==> src/rtl/fpalu_seq_ctrl_pkg.sv <==
// Shared definitions for the FPALU issue/response controller: FP opcode
// encodings, default per-op latencies, FSM state type and latency helpers.
package fpalu_seq_ctrl_pkg;

  // FP opcode encodings as seen on the 5-bit FPALU opcode bus
  localparam logic [4:0] FOPADD    = 5'd0;
  localparam logic [4:0] FOPSUB    = 5'd1;
  localparam logic [4:0] FOPMUL    = 5'd2;
  localparam logic [4:0] FOPDIV    = 5'd3;
  localparam logic [4:0] FOPSQRT   = 5'd4;
  localparam logic [4:0] FOPABS    = 5'd5;
  localparam logic [4:0] FOPNEG    = 5'd6;
  localparam logic [4:0] FOPSGNJ   = 5'd7;
  localparam logic [4:0] FOPSGNJN  = 5'd8;
  localparam logic [4:0] FOPSGNJX  = 5'd9;
  localparam logic [4:0] FOPCEQ    = 5'd10;
  localparam logic [4:0] FOPCLT    = 5'd11;
  localparam logic [4:0] FOPCLE    = 5'd12;
  localparam logic [4:0] FOPMAX    = 5'd13;
  localparam logic [4:0] FOPMIN    = 5'd14;
  localparam logic [4:0] FOPCVTSW  = 5'd15;
  localparam logic [4:0] FOPCVTWS  = 5'd16;
  localparam logic [4:0] FOPCVTSWU = 5'd17;
  localparam logic [4:0] FOPCVTWUS = 5'd18;

  // Default latencies (in cycles) of the underlying FP cores
  localparam int DEF_LAT_ADD  = 7;
  localparam int DEF_LAT_MUL  = 5;
  localparam int DEF_LAT_DIV  = 6;
  localparam int DEF_LAT_SQRT = 16;
  localparam int DEF_LAT_CVT  = 6;
  localparam int DEF_LAT_CMP  = 1;
  localparam int DEF_LAT_MISC = 1;

  typedef enum logic [1:0] {
    IDLE = 2'd0,
    RUN  = 2'd1,
    DONE = 2'd2
  } seq_state_t;

  // A configured latency of 0 still needs one cycle in RUN
  function automatic int norm_lat(input int lat);
    return (lat < 1) ? 1 : lat;
  endfunction

  // Largest effective latency, used to size the countdown counter
  function automatic int max_lat(input int a, input int b, input int c,
                                 input int d, input int e, input int f,
                                 input int g);
    int m;
    m = norm_lat(a);
    if (norm_lat(b) > m) m = norm_lat(b);
    if (norm_lat(c) > m) m = norm_lat(c);
    if (norm_lat(d) > m) m = norm_lat(d);
    if (norm_lat(e) > m) m = norm_lat(e);
    if (norm_lat(f) > m) m = norm_lat(f);
    if (norm_lat(g) > m) m = norm_lat(g);
    return m;
  endfunction

endpackage

==> src/rtl/fpalu_lat_lut.sv <==
// Combinational opcode-to-latency decode for the FPALU sequencer.
// Undefined opcodes fall into the single-cycle misc class.
module fpalu_lat_lut
  import fpalu_seq_ctrl_pkg::*;
#(
  parameter int LAT_ADD  = DEF_LAT_ADD,
  parameter int LAT_MUL  = DEF_LAT_MUL,
  parameter int LAT_DIV  = DEF_LAT_DIV,
  parameter int LAT_SQRT = DEF_LAT_SQRT,
  parameter int LAT_CVT  = DEF_LAT_CVT,
  parameter int LAT_CMP  = DEF_LAT_CMP,
  parameter int LAT_MISC = DEF_LAT_MISC,
  parameter int CNT_W    = 5
) (
  input  logic [4:0]       op,
  output logic [CNT_W-1:0] lat
);

  // Select the effective (never zero) latency of the requested op class
  always_comb begin
    lat = CNT_W'(norm_lat(LAT_MISC));
    case (op)
      FOPADD, FOPSUB:                          lat = CNT_W'(norm_lat(LAT_ADD));
      FOPMUL:                                  lat = CNT_W'(norm_lat(LAT_MUL));
      FOPDIV:                                  lat = CNT_W'(norm_lat(LAT_DIV));
      FOPSQRT:                                 lat = CNT_W'(norm_lat(LAT_SQRT));
      FOPCVTSW, FOPCVTWS, FOPCVTSWU, FOPCVTWUS: lat = CNT_W'(norm_lat(LAT_CVT));
      FOPCEQ, FOPCLT, FOPCLE, FOPMAX, FOPMIN:   lat = CNT_W'(norm_lat(LAT_CMP));
      default:                                 lat = CNT_W'(norm_lat(LAT_MISC));
    endcase
  end

endmodule

==> src/rtl/fpalu_seq_ctrl.sv <==
// Initiator-side issue/response controller for the FPALU. Holds operands
// and opcode stable for the op's latency, captures result and flags, then
// pulses odone. obusy stalls the CPU pipeline while an op is in flight.
// Optional sticky IEEE flag register enabled by FPSEQ_STICKY_FLAGS_EN.
module fpalu_seq_ctrl
  import fpalu_seq_ctrl_pkg::*;
#(
  parameter int LAT_ADD  = DEF_LAT_ADD,
  parameter int LAT_MUL  = DEF_LAT_MUL,
  parameter int LAT_DIV  = DEF_LAT_DIV,
  parameter int LAT_SQRT = DEF_LAT_SQRT,
  parameter int LAT_CVT  = DEF_LAT_CVT,
  parameter int LAT_CMP  = DEF_LAT_CMP,
  parameter int LAT_MISC = DEF_LAT_MISC
) (
  input  logic        iclock,
  input  logic        ireset,
  input  logic        istart,
  input  logic [4:0]  iop,
  input  logic [31:0] idataa,
  input  logic [31:0] idatab,
  output logic        obusy,
  output logic        odone,
  output logic [31:0] oresult,
  output logic        onan,
  output logic        ozero,
  output logic        ooverflow,
  output logic        ounderflow,
  output logic        oCompResult,
  output logic [31:0] ofpa,
  output logic [31:0] ofpb,
  output logic [4:0]  ofpop,
  input  logic [31:0] ifpresult,
  input  logic        ifpnan,
  input  logic        ifpzero,
  input  logic        ifpoverflow,
  input  logic        ifpunderflow,
  input  logic        ifpcomp
`ifdef FPSEQ_STICKY_FLAGS_EN
  ,
  input  logic        iflagclr,
  output logic [4:0]  oflags
`endif
);

  localparam int MAX_LAT = max_lat(LAT_ADD, LAT_MUL, LAT_DIV, LAT_SQRT,
                                   LAT_CVT, LAT_CMP, LAT_MISC);
  localparam int CNT_W   = $clog2(MAX_LAT) + 1;

  seq_state_t       state;
  seq_state_t       next_state;
  logic [CNT_W-1:0] count;
  logic [CNT_W-1:0] lat;
  logic             accept;
  logic             capture;

  fpalu_lat_lut #(
    .LAT_ADD  (LAT_ADD),
    .LAT_MUL  (LAT_MUL),
    .LAT_DIV  (LAT_DIV),
    .LAT_SQRT (LAT_SQRT),
    .LAT_CVT  (LAT_CVT),
    .LAT_CMP  (LAT_CMP),
    .LAT_MISC (LAT_MISC),
    .CNT_W    (CNT_W)
  ) u_lat_lut (
    .op  (iop),
    .lat (lat)
  );

  // A new op may be issued from IDLE or straight out of DONE (no bubble)
  assign accept  = istart && ((state == IDLE) || (state == DONE));
  assign capture = (state == RUN) && (count == '0);

  // State register
  always_ff @(posedge iclock) begin
    if (ireset) state <= IDLE;
    else        state <= next_state;
  end

  // Next-state logic; requests arriving during RUN are simply ignored
  always_comb begin
    next_state = state;
    case (state)
      IDLE:    if (istart) next_state = RUN;
      RUN:     if (count == '0) next_state = DONE;
      DONE:    next_state = istart ? RUN : IDLE;
      default: next_state = IDLE;
    endcase
  end

  // Handshake outputs decoded from the current state
  always_comb begin
    obusy = (state == RUN);
    odone = (state == DONE);
  end

  // Latch operands on issue and count down the op latency
  always_ff @(posedge iclock) begin
    if (ireset) begin
      count <= '0;
      ofpa  <= '0;
      ofpb  <= '0;
      ofpop <= '0;
    end else if (accept) begin
      count <= lat - CNT_W'(1);
      ofpa  <= idataa;
      ofpb  <= idatab;
      ofpop <= iop;
    end else if ((state == RUN) && (count != '0)) begin
      count <= count - CNT_W'(1);
    end
  end

  // Capture the FPALU result and flags at the end of the last RUN cycle
  always_ff @(posedge iclock) begin
    if (ireset) begin
      oresult     <= '0;
      onan        <= 1'b0;
      ozero       <= 1'b0;
      ooverflow   <= 1'b0;
      ounderflow  <= 1'b0;
      oCompResult <= 1'b0;
    end else if (capture) begin
      oresult     <= ifpresult;
      onan        <= ifpnan;
      ozero       <= ifpzero;
      ooverflow   <= ifpoverflow;
      ounderflow  <= ifpunderflow;
      oCompResult <= ifpcomp;
    end
  end

`ifdef FPSEQ_STICKY_FLAGS_EN
  logic [4:0] new_flags;
  logic       div_by_zero;

  // Divide-by-zero is inferred from the held operands; NX is never raised
  always_comb begin
    div_by_zero = (ofpop == FOPDIV) && (ofpb[30:0] == 31'd0) && !ifpnan;
    new_flags   = {ifpnan, div_by_zero, ifpoverflow, ifpunderflow, 1'b0};
  end

  // Sticky accumulation; a simultaneous clear drops old flags but keeps new ones
  always_ff @(posedge iclock) begin
    if (ireset) begin
      oflags <= '0;
    end else if (iflagclr || capture) begin
      oflags <= (iflagclr ? 5'b0 : oflags) | (capture ? new_flags : 5'b0);
    end
  end
`endif

endmodule

==> config.mk <==
export PLATFORM = sky130hd
export DESIGN_NAME = fpalu_seq_ctrl
export DESIGN_NICKNAME = d
export VERILOG_FILES = /design/src/rtl/fpalu_seq_ctrl_pkg.sv /design/src/rtl/fpalu_lat_lut.sv /design/src/rtl/fpalu_seq_ctrl.sv
export SDC_FILE = /design/constraint.sdc
export NUM_CORES = 1
export LEC_CHECK = 0
export ABC_CLOCK_PERIOD_IN_PS = 2600
export CORE_ASPECT_RATIO = 0.8
export CORE_MARGIN = 10
export CORE_UTILIZATION = 35
export CTS_CLUSTER_SIZE = 8
export DETAILED_ROUTE_END_ITERATION = 12
export PLACE_DENSITY = 0.73
export SLEW_MARGIN = 20
export SYNTH_ARGS = -nofsm -noshare
export SYNTH_HDL_FRONTEND = slang
export SYNTH_SLANG_ARGS = --single-unit
==> constraint.sdc <==
create_clock -name iclock -period 2.6 [get_ports iclock]
set_clock_uncertainty 0.15 [all_clocks]
set_input_delay 0.52 -clock iclock [delete_from_list [all_inputs] [get_ports iclock]]
set_output_delay 0.52 -clock iclock [all_outputs]
set_load 0.02 [all_outputs]
==> out/qor.txt, run 1 <==
RUN STATUS
------------------------------------------------------------------------------------------------------
Result of the run                                                                         finished, final reports clean

PLACE
------------------------------------------------------------------------------------------------------
Number of cells after detailed placement                                                           868
Placed inst area                                                                          0.00645 sq mm
Count of buffers inserted at the top-level ports                                                   216
Routability Congestion                                                                           0.781
Post-detailed-placement half-perimeter wirelength                                             10800 um
Worst setup slack after placement                                                              -347 ps

CLOCKING
------------------------------------------------------------------------------------------------------
CTS buffer count                                                                                    17
Maximum level of the CTS H-tree                                                                      4
Clock latency at the later pin of the worst-skew pair                                           390 ps
Post-CTS setup buffer count                                                                          0
CTS hold repair buffers                                                                              0
Buffers from clock root to sink, at most                                                             2
Post-CTS sizing                                                                                      0
Clock Root Buffer                                                                            clkbuf_16
TritonCTS clock tree                                                                               yes
Total clock sinks                                                                                  113
Clock transition at the register clock pins on the worst setup and hold paths after CTS          50 ps

SYNTH
------------------------------------------------------------------------------------------------------
Netlist cell types                                                                                  34
Post-synthesis average cell area                                                            7.87 sq um
Synth Register Bits                                                                                113
Post-synthesis cell area                                                                  0.00413 sq mm
Seq/Total Area, Yosys                                                                            54.7%
Most instantiated flip-flop cell in the synthesis netlist                                      dfxtp_1
Number of enable flip-flop cells after synthesis                                                     0
Gate Count Post-Synth                                                                              525
Yosys warns                                                                                          0
Synthesized Nets                                                                                   635
Async set-or-reset flop fraction in the synthesized netlist                                         0%

SETUP PATH
------------------------------------------------------------------------------------------------------
Delay contributed by the slowest stage of the critical path                                     450 ps
Cell repeated most along the worst path                                                       a211oi_2
Cell depth of the worst flop-to-flop path                                                            7
Origin of the critical flop-to-flop path                                                      state[0]
CP Data Arrival Time                                                                           2640 ps
Endpoint class of the critical path                                                           register
Number of buffers and inverters on the critical path                                                 2
Critical Path Slowest Stage Cell                                                          clkdlybuf4s50_1
Setup slack of the worst register-to-register path                                              580 ps
Critical R2R Capture                                                                          count[2]
Setup Crit Path Kind                                                                      input port to register
Crit-path max FO                                                                                     4
Data required, critical path                                                                   2750 ps
Dominant delay contributor by cell family on the critical path                            compound AO/OA/AOI/OAI gates
Type of element launching the critical path                                                 input port
Cell-by-cell listing of the critical path                                                 clkdlybuf4s50_1 -> or3_1 -> a21oi_1 -> a211oi_2 -> nor2_1 -> ha_2 -> inv_1 -> o311a_1 -> a211oi_2

PWR
------------------------------------------------------------------------------------------------------
Leakage dissipation                                                                            2.64 nW
Share of power burned in registers                                                               36.3%
Total power per unit cell area                                                             752 mW/mm^2
Combinational share of power                                                                     18.4%
Switching power as a share of total power                                                        25.4%
Int Pwr                                                                                        3.98 mW
Worst-case vdd ir drop                                                                        0.521 mV
Reported net switching power                                                                   1.35 mW
Power share of the clock group                                                                   45.3%

CELLS AND AREA
------------------------------------------------------------------------------------------------------
Final net count                                                                                    849
Final non-filler cell area                                                                0.00709 sq mm
Commonest cells after routing, fill and taps aside                                        nand2_1, clkdlybuf4s50_1, dfxtp_1, a21oi_1, clkbuf_16
Antenna fix cells                                                                                    0
Post-route non-filler standard cell count                                                          900
Share of post-route cells with drive strength above 1                                            7.18%
Area occupied by multi-input gates                                                        0.00172 sq mm
FILL cells                                                                                         998
Relative area change from synthesis to final layout                                              71.5%
Register cell area after layout                                                           0.00226 sq mm
Core Util, Final                                                                                 61.6%

HOLD PATH
------------------------------------------------------------------------------------------------------
Min-Delay Endpoint                                                                            ofpa[27]
Cells on Worst Hold Path                                                                             2
Worst Hold Class                                                                          register to register
HP Start                                                                                      ofpa[27]

TIMING
------------------------------------------------------------------------------------------------------
Setup violators final                                                                                0
Headroom to the max-slew limit                                                                   59.3%
Setup TNS after final layout                                                                      0 ps
Minimum period implied by the final worst setup slack                                          2490 ps
Number of failing hold endpoints at the final stage                                                  0
Final max-slew violation count                                                                       0
Final critical-path share of the clock period                                                    95.8%
Min setup slack post-route                                                                      109 ps
Maximum achievable frequency                                                                   401 MHz
Worst-margin pin slew                                                                           603 ps

DIE
------------------------------------------------------------------------------------------------------
Die W                                                                                           141 um
Die Outline Area                                                                          0.0166 sq mm
Initial Util                                                                                     35.9%
Core box area                                                                             0.0115 sq mm
Number of I/O pins                                                                                 217
Die boundary height                                                                             117 um
Row count                                                                                           35

GRT
------------------------------------------------------------------------------------------------------
Wire length of the first global-routing pass                                                  22500 um
Grt total ovfl                                                                                       0
Global-route usage over all layers                                                               16.8%
Pin count of the biggest net entering global routing                                                76
Number of global-route vias before repair                                                         4260
Initial antenna violation count                                                                      0

DETAILED ROUTING
------------------------------------------------------------------------------------------------------
Count of TritonRoute iterations in the first routing pass                                            4
Overall routed net length                                                                     14500 um
Via total after detailed routing                                                                  4261
Final ANT Viol Nets                                                                                  0
Starting DRC count in detailed routing                                                             252
Routed wirelength normalized by instance count                                                 16.2 um
Residual DRC                                                                                         0
Via density per instance                                                                          4.73

JOB
------------------------------------------------------------------------------------------------------
Number of maximum-capacitance constraint violations                                                  0

stage by stage:
stage	hold WS, ps	power [mW]
6_report	301	5.33
5_1_grt	320	5.56
4_1_cts	303	5.39
3_5_place_dp	296	2.95
3_3_place_gp	291	2.92
2_1_floorplan	335	2.44
power groups by stage:
| stage | clock (mW) | sequential, mW | combinational [mW] |
|---|---|---|---|
| after global placement | 0 | 1.96 | 0.957 |
| after detailed placement | 0 | 1.97 | 0.981 |
| after floorplan | 0 | 2.10 | 0.338 |
| after CTS | 2.46 | 1.94 | 0.986 |
| after global routing | 2.55 | 1.95 | 1.06 |
| final | 2.42 | 1.94 | 0.981 |
cell usage after synthesis (all sizes together), types with 2 or more instances:
library cell / count / area (sq um)
a211oi: 2 / 15.0
a21oi: 108 / 541
a32o: 2 / 20.0
buf: 4 / 38.8
clkbuf: 31 / 116
dfxtp: 113 / 2260
inv: 6 / 22.5
nand2: 213 / 800
nand2b: 3 / 18.8
nand3: 4 / 20.0
nor2: 6 / 22.5
nor2b: 2 / 12.5
nor3: 2 / 21.3
nor4: 3 / 18.8
o21ai: 7 / 35.0
o311a: 2 / 20.0
xnor2: 2 / 17.5
final cells by class:
class	instances	area share, %
clock buffers	21	6.49
multi-input cells	371	24.2
well taps	148	2.61
flip-flops and latches	113	31.9
clock inverters	11	2.26
repair buffers	230	32.2
inverters	6	0.318
per-layer routing:
metal / wire length [um] / share of wire [%] / track usage, % / vias to the layer above
met5: 0 / 0 / 0 / -
met4: 170 / 1.2 / 5.23 / 0
met3: 1190 / 8.2 / 7.14 / 13
met2: 7490 / 52 / 29.4 / 126
met1: 5680 / 39 / 18.0 / 1970
li1: - / - / - / 2152
sequential cells by signal (all words and copies together) (netlist names):
register / flops
ozero: 1
oresult: 32
ofpa: 32
onan: 1
ofpb: 32
ofpop: 5
state: 2
ooverflow: 1
oCompResult: 1
ounderflow: 1
count: 5
worst max path at each step:
stage | start | endpoint | slack [ps] | depth (start not counted)
after floorplan | istart | count[2] | 360 | 7
after global placement | iop[3] | count[2] | -100 | 9
after detailed placement | iop[3] | count[2] | -350 | 9
after CTS | iop[3] | count[2] | 50 | 9
after global routing | iop[0] | count[2] | -20 | 9
final | iop[0] | count[2] | 110 | 9
kinds of logic after synthesis:
family	Yosys count	synth area share, %
simple gates	240	23.4
compound gates	126	16.3
flops	113	54.7
buf+inv	41	4.30
xor+xnor	2	0.424
mux	2	0.515
fa+ha+maj	1	0.303
tightest hold or removal path, delay by kind of cell (launching register included):
kind / cells / cell delay, ps
flops: 1 / 300
simple gates: 1 / 50
compound gates: 1 / 50
(Power assumes the default switching activity.)
==> inputs of run 2 (changes only) <==
--- a/config.mk
+++ b/config.mk
@@ -6,8 +6,9 @@
 export NUM_CORES = 1
 export LEC_CHECK = 0
 export ABC_CLOCK_PERIOD_IN_PS = 2600
+export CAP_MARGIN = 10
 export CORE_ASPECT_RATIO = 0.8
-export CORE_MARGIN = 10
+export CORE_MARGIN = 3
 export CORE_UTILIZATION = 35
 export CTS_CLUSTER_SIZE = 8
 export DETAILED_ROUTE_END_ITERATION = 12
==> out/qor.txt, run 2 (synthesized netlist as in run 1, its figures left out) <==
DIE
------------------------------------------------------------------------------------------------------
Die boundary height                                                                             103 um   -12%
Die Outline Area                                                                          0.0132 sq mm   -21%
Core box area                                                                             0.0112 sq mm   -2.9%
Row count                                                                                           34   -2.9%
Die W                                                                                           127 um   -9.9%
Initial Util                                                                                     36.9%   +1.1 points
Number of I/O pins                                                                                 217   unchanged

CELLS AND AREA
------------------------------------------------------------------------------------------------------
Antenna fix cells                                                                                    0   unchanged
Relative area change from synthesis to final layout                                              72.1%
Post-route non-filler standard cell count                                                          895   -0.56%
Register cell area after layout                                                           0.00226 sq mm   unchanged
FILL cells                                                                                         910   -8.8%
Area occupied by multi-input gates                                                        0.00170 sq mm   -0.73%
Share of post-route cells with drive strength above 1                                            6.79%   -0.39 points
Final net count                                                                                    849   unchanged
Commonest cells after routing, fill and taps aside                                        clkdlybuf4s50_1, nand2_1, dfxtp_1, a21oi_1, clkbuf_16
Top Registers                                                                             ofpa (32), ofpb (32), oresult (32)
Leading cell type in the layout, fill and taps excluded                                   clkdlybuf4s50_1

CLOCKING
------------------------------------------------------------------------------------------------------
CTS hold repair buffers                                                                              0   unchanged
TritonCTS clock tree                                                                               yes
Total clock sinks                                                                                  113   unchanged
CTS buffer count                                                                                    17   unchanged
Clock Root Buffer                                                                            clkbuf_16
Clock transition at the register clock pins on the worst setup and hold paths after CTS          50 ps   about the same
Buffers from clock root to sink, at most                                                             2   unchanged
Clock latency at the later pin of the worst-skew pair                                           400 ps   about the same
Maximum level of the CTS H-tree                                                                      4   unchanged

PLACE
------------------------------------------------------------------------------------------------------
Number of cells after detailed placement                                                           864   -0.46%
Post-detailed-placement half-perimeter wirelength                                              9520 um   -12%
Routability Congestion                                                                           0.819   +4.9%
Count of buffers inserted at the top-level ports                                                   216   unchanged
Worst setup slack after placement                                                              -241 ps   +106 ps

TIMING
------------------------------------------------------------------------------------------------------
Setup TNS after final layout                                                                      0 ps   unchanged
Headroom to the max-slew limit                                                                   62.9%   +3.5 points
Worst hold slack after final layout                                                             303 ps   +1.84 ps
Setup violators final                                                                                0   unchanged
Worst-margin pin slew                                                                           551 ps   -52.3 ps
Minimum period implied by the final worst setup slack                                          2450 ps   -44.8 ps
Min setup slack post-route                                                                      154 ps   +44.8 ps
Setup repair after global routing missed its margin                                                 no
Final critical-path share of the clock period                                                    94.1%   -1.7 points
Final max-slew violation count                                                                       0   unchanged
Number of failing hold endpoints at the final stage                                                  0   unchanged
Maximum achievable frequency                                                                   409 MHz   +1.8%

SETUP PATH
------------------------------------------------------------------------------------------------------
Critical R2R Capture                                                                          count[4]
Crit-path max FO                                                                                     5   +1
Type of element launching the critical path                                                 input port
Capturing instance or port of the critical path                                               count[2]
Origin of the critical flop-to-flop path                                                      state[0]
Setup Crit Path Kind                                                                      input port to register
Setup slack of the worst register-to-register path                                              550 ps   -30 ps
Crit. Startpoint                                                                                iop[1]
Delay contributed by the slowest stage of the critical path                                     470 ps   +20 ps
Endpoint class of the critical path                                                           register
CP Data Arrival Time                                                                           2610 ps   -30 ps
Data required, critical path                                                                   2770 ps   +20 ps
Cell depth of the worst flop-to-flop path                                                            6   -1
Cell repeated most along the worst path                                                       a211oi_1
Critical Path Slowest Stage Cell                                                          clkdlybuf4s50_1
Cell-by-cell listing of the critical path                                                 clkdlybuf4s50_1 -> or3_1 -> a21oi_1 -> a211oi_1 -> nor2_1 -> ha_1 -> inv_1 -> o311a_1 -> a211oi_1

DETAILED ROUTING
------------------------------------------------------------------------------------------------------
Count of TritonRoute iterations in the first routing pass                                            4   unchanged
Routed wirelength normalized by instance count                                                 15.0 um   -7.0%
Residual DRC                                                                                         0   unchanged
Final ANT Viol Nets                                                                                  0   unchanged
Starting DRC count in detailed routing                                                             215   -15%
Overall routed net length                                                                     13400 um   -7.5%
Via density per instance                                                                          4.84   +2.3%
Via total after detailed routing                                                                  4333   +1.7%

HOLD PATH
------------------------------------------------------------------------------------------------------
Cells on Worst Hold Path                                                                             2   unchanged
Worst Hold Class                                                                          register to register

PWR
------------------------------------------------------------------------------------------------------
Worst-case vdd ir drop                                                                        0.445 mV   -15%
Final Power                                                                                    5.56 mW   +4.2%
Leakage dissipation                                                                            2.65 nW   +0.33%
Total power per unit cell area                                                             781 mW/mm^2   +3.8%

GRT
------------------------------------------------------------------------------------------------------
Global-route usage over all layers                                                               19.7%   +3.0 points
Wire length of the first global-routing pass                                                  20900 um   -7.2%
Grt total ovfl                                                                                       0   unchanged
Pin count of the biggest net entering global routing                                                52   -32%
Initial antenna violation count                                                                      0   unchanged
Number of global-route vias before repair                                                         4232   -0.66%

RUN STATUS
------------------------------------------------------------------------------------------------------
Result of the run                                                                         finished, final reports clean

JOB
------------------------------------------------------------------------------------------------------
Number of maximum-capacitance constraint violations                                                  0   unchanged

## run 2: cell count changes in the layout (fill, tap and decap cells not counted), moves of 2 or more
cell and delta:
bufinv_16 +2, a211oi_1 +2, a211oi_2 -2, clkinv_2 -3
## run 2: routing by layer
metal,global-route usage [%],vias to the layer above,wire length [um]
met5,0,-,0
met1,23.2,1973,5500
met2,33.1,184,6410
met3,7.08,22,1230
met4,8.24,0,295
li1,-,2154,-
## run 2: how the worst min path moves through the flow
stage / from / endpoint / slack, ps
2_1_floorplan: count[0] / count[0] / 330
3_3_place_gp: ofpb[10] / ofpb[10] / 290
3_5_place_dp: ofpb[16] / ofpb[16] / 300
4_1_cts: ofpb[16] / ofpb[16] / 300
5_1_grt: oresult[21] / oresult[21] / 320
6_report: ofpb[6] / ofpb[6] / 300
## run 2: what timing repair did
item                       CTS  global route
setup endpoints to repair    0             2
buffers inserted             0             0
gates resized for setup      0             2
## run 2: power breakdown
group          switching [mW]  total [mW]  leakage [nW]  internal (mW)
Sequential             0.0762        1.94         0.925           1.86
Clock                   0.792        2.66         0.325           1.86
Combinational           0.497       0.963          1.40          0.466
## run 2: layout make-up
cell class,instances,share of cell area (%)
Multi-Input combinational cell,371,24.0
Timing Repair Buffer,230,31.9
Tap cell,144,2.53
Clock inverter,10,2.89
Sequential cell,113,31.8
Inverter,6,0.317
Clock buffer,21,6.62
## run 2: critical path: cells and delay by family
kind	cells	cell delay (ps)
compound gates	4	790
fa+ha+maj	1	210
simple gates	2	520
buf+inv	2	560
## run 2: stage by stage
step                utilization [%]  instance area [sq um]
global placement               57.5                   6430
detailed placement             57.5                   6430
global route                   63.6                   7110
floorplan                         -                   4130
CTS                            63.5                   7110
finish                         63.6                   7110
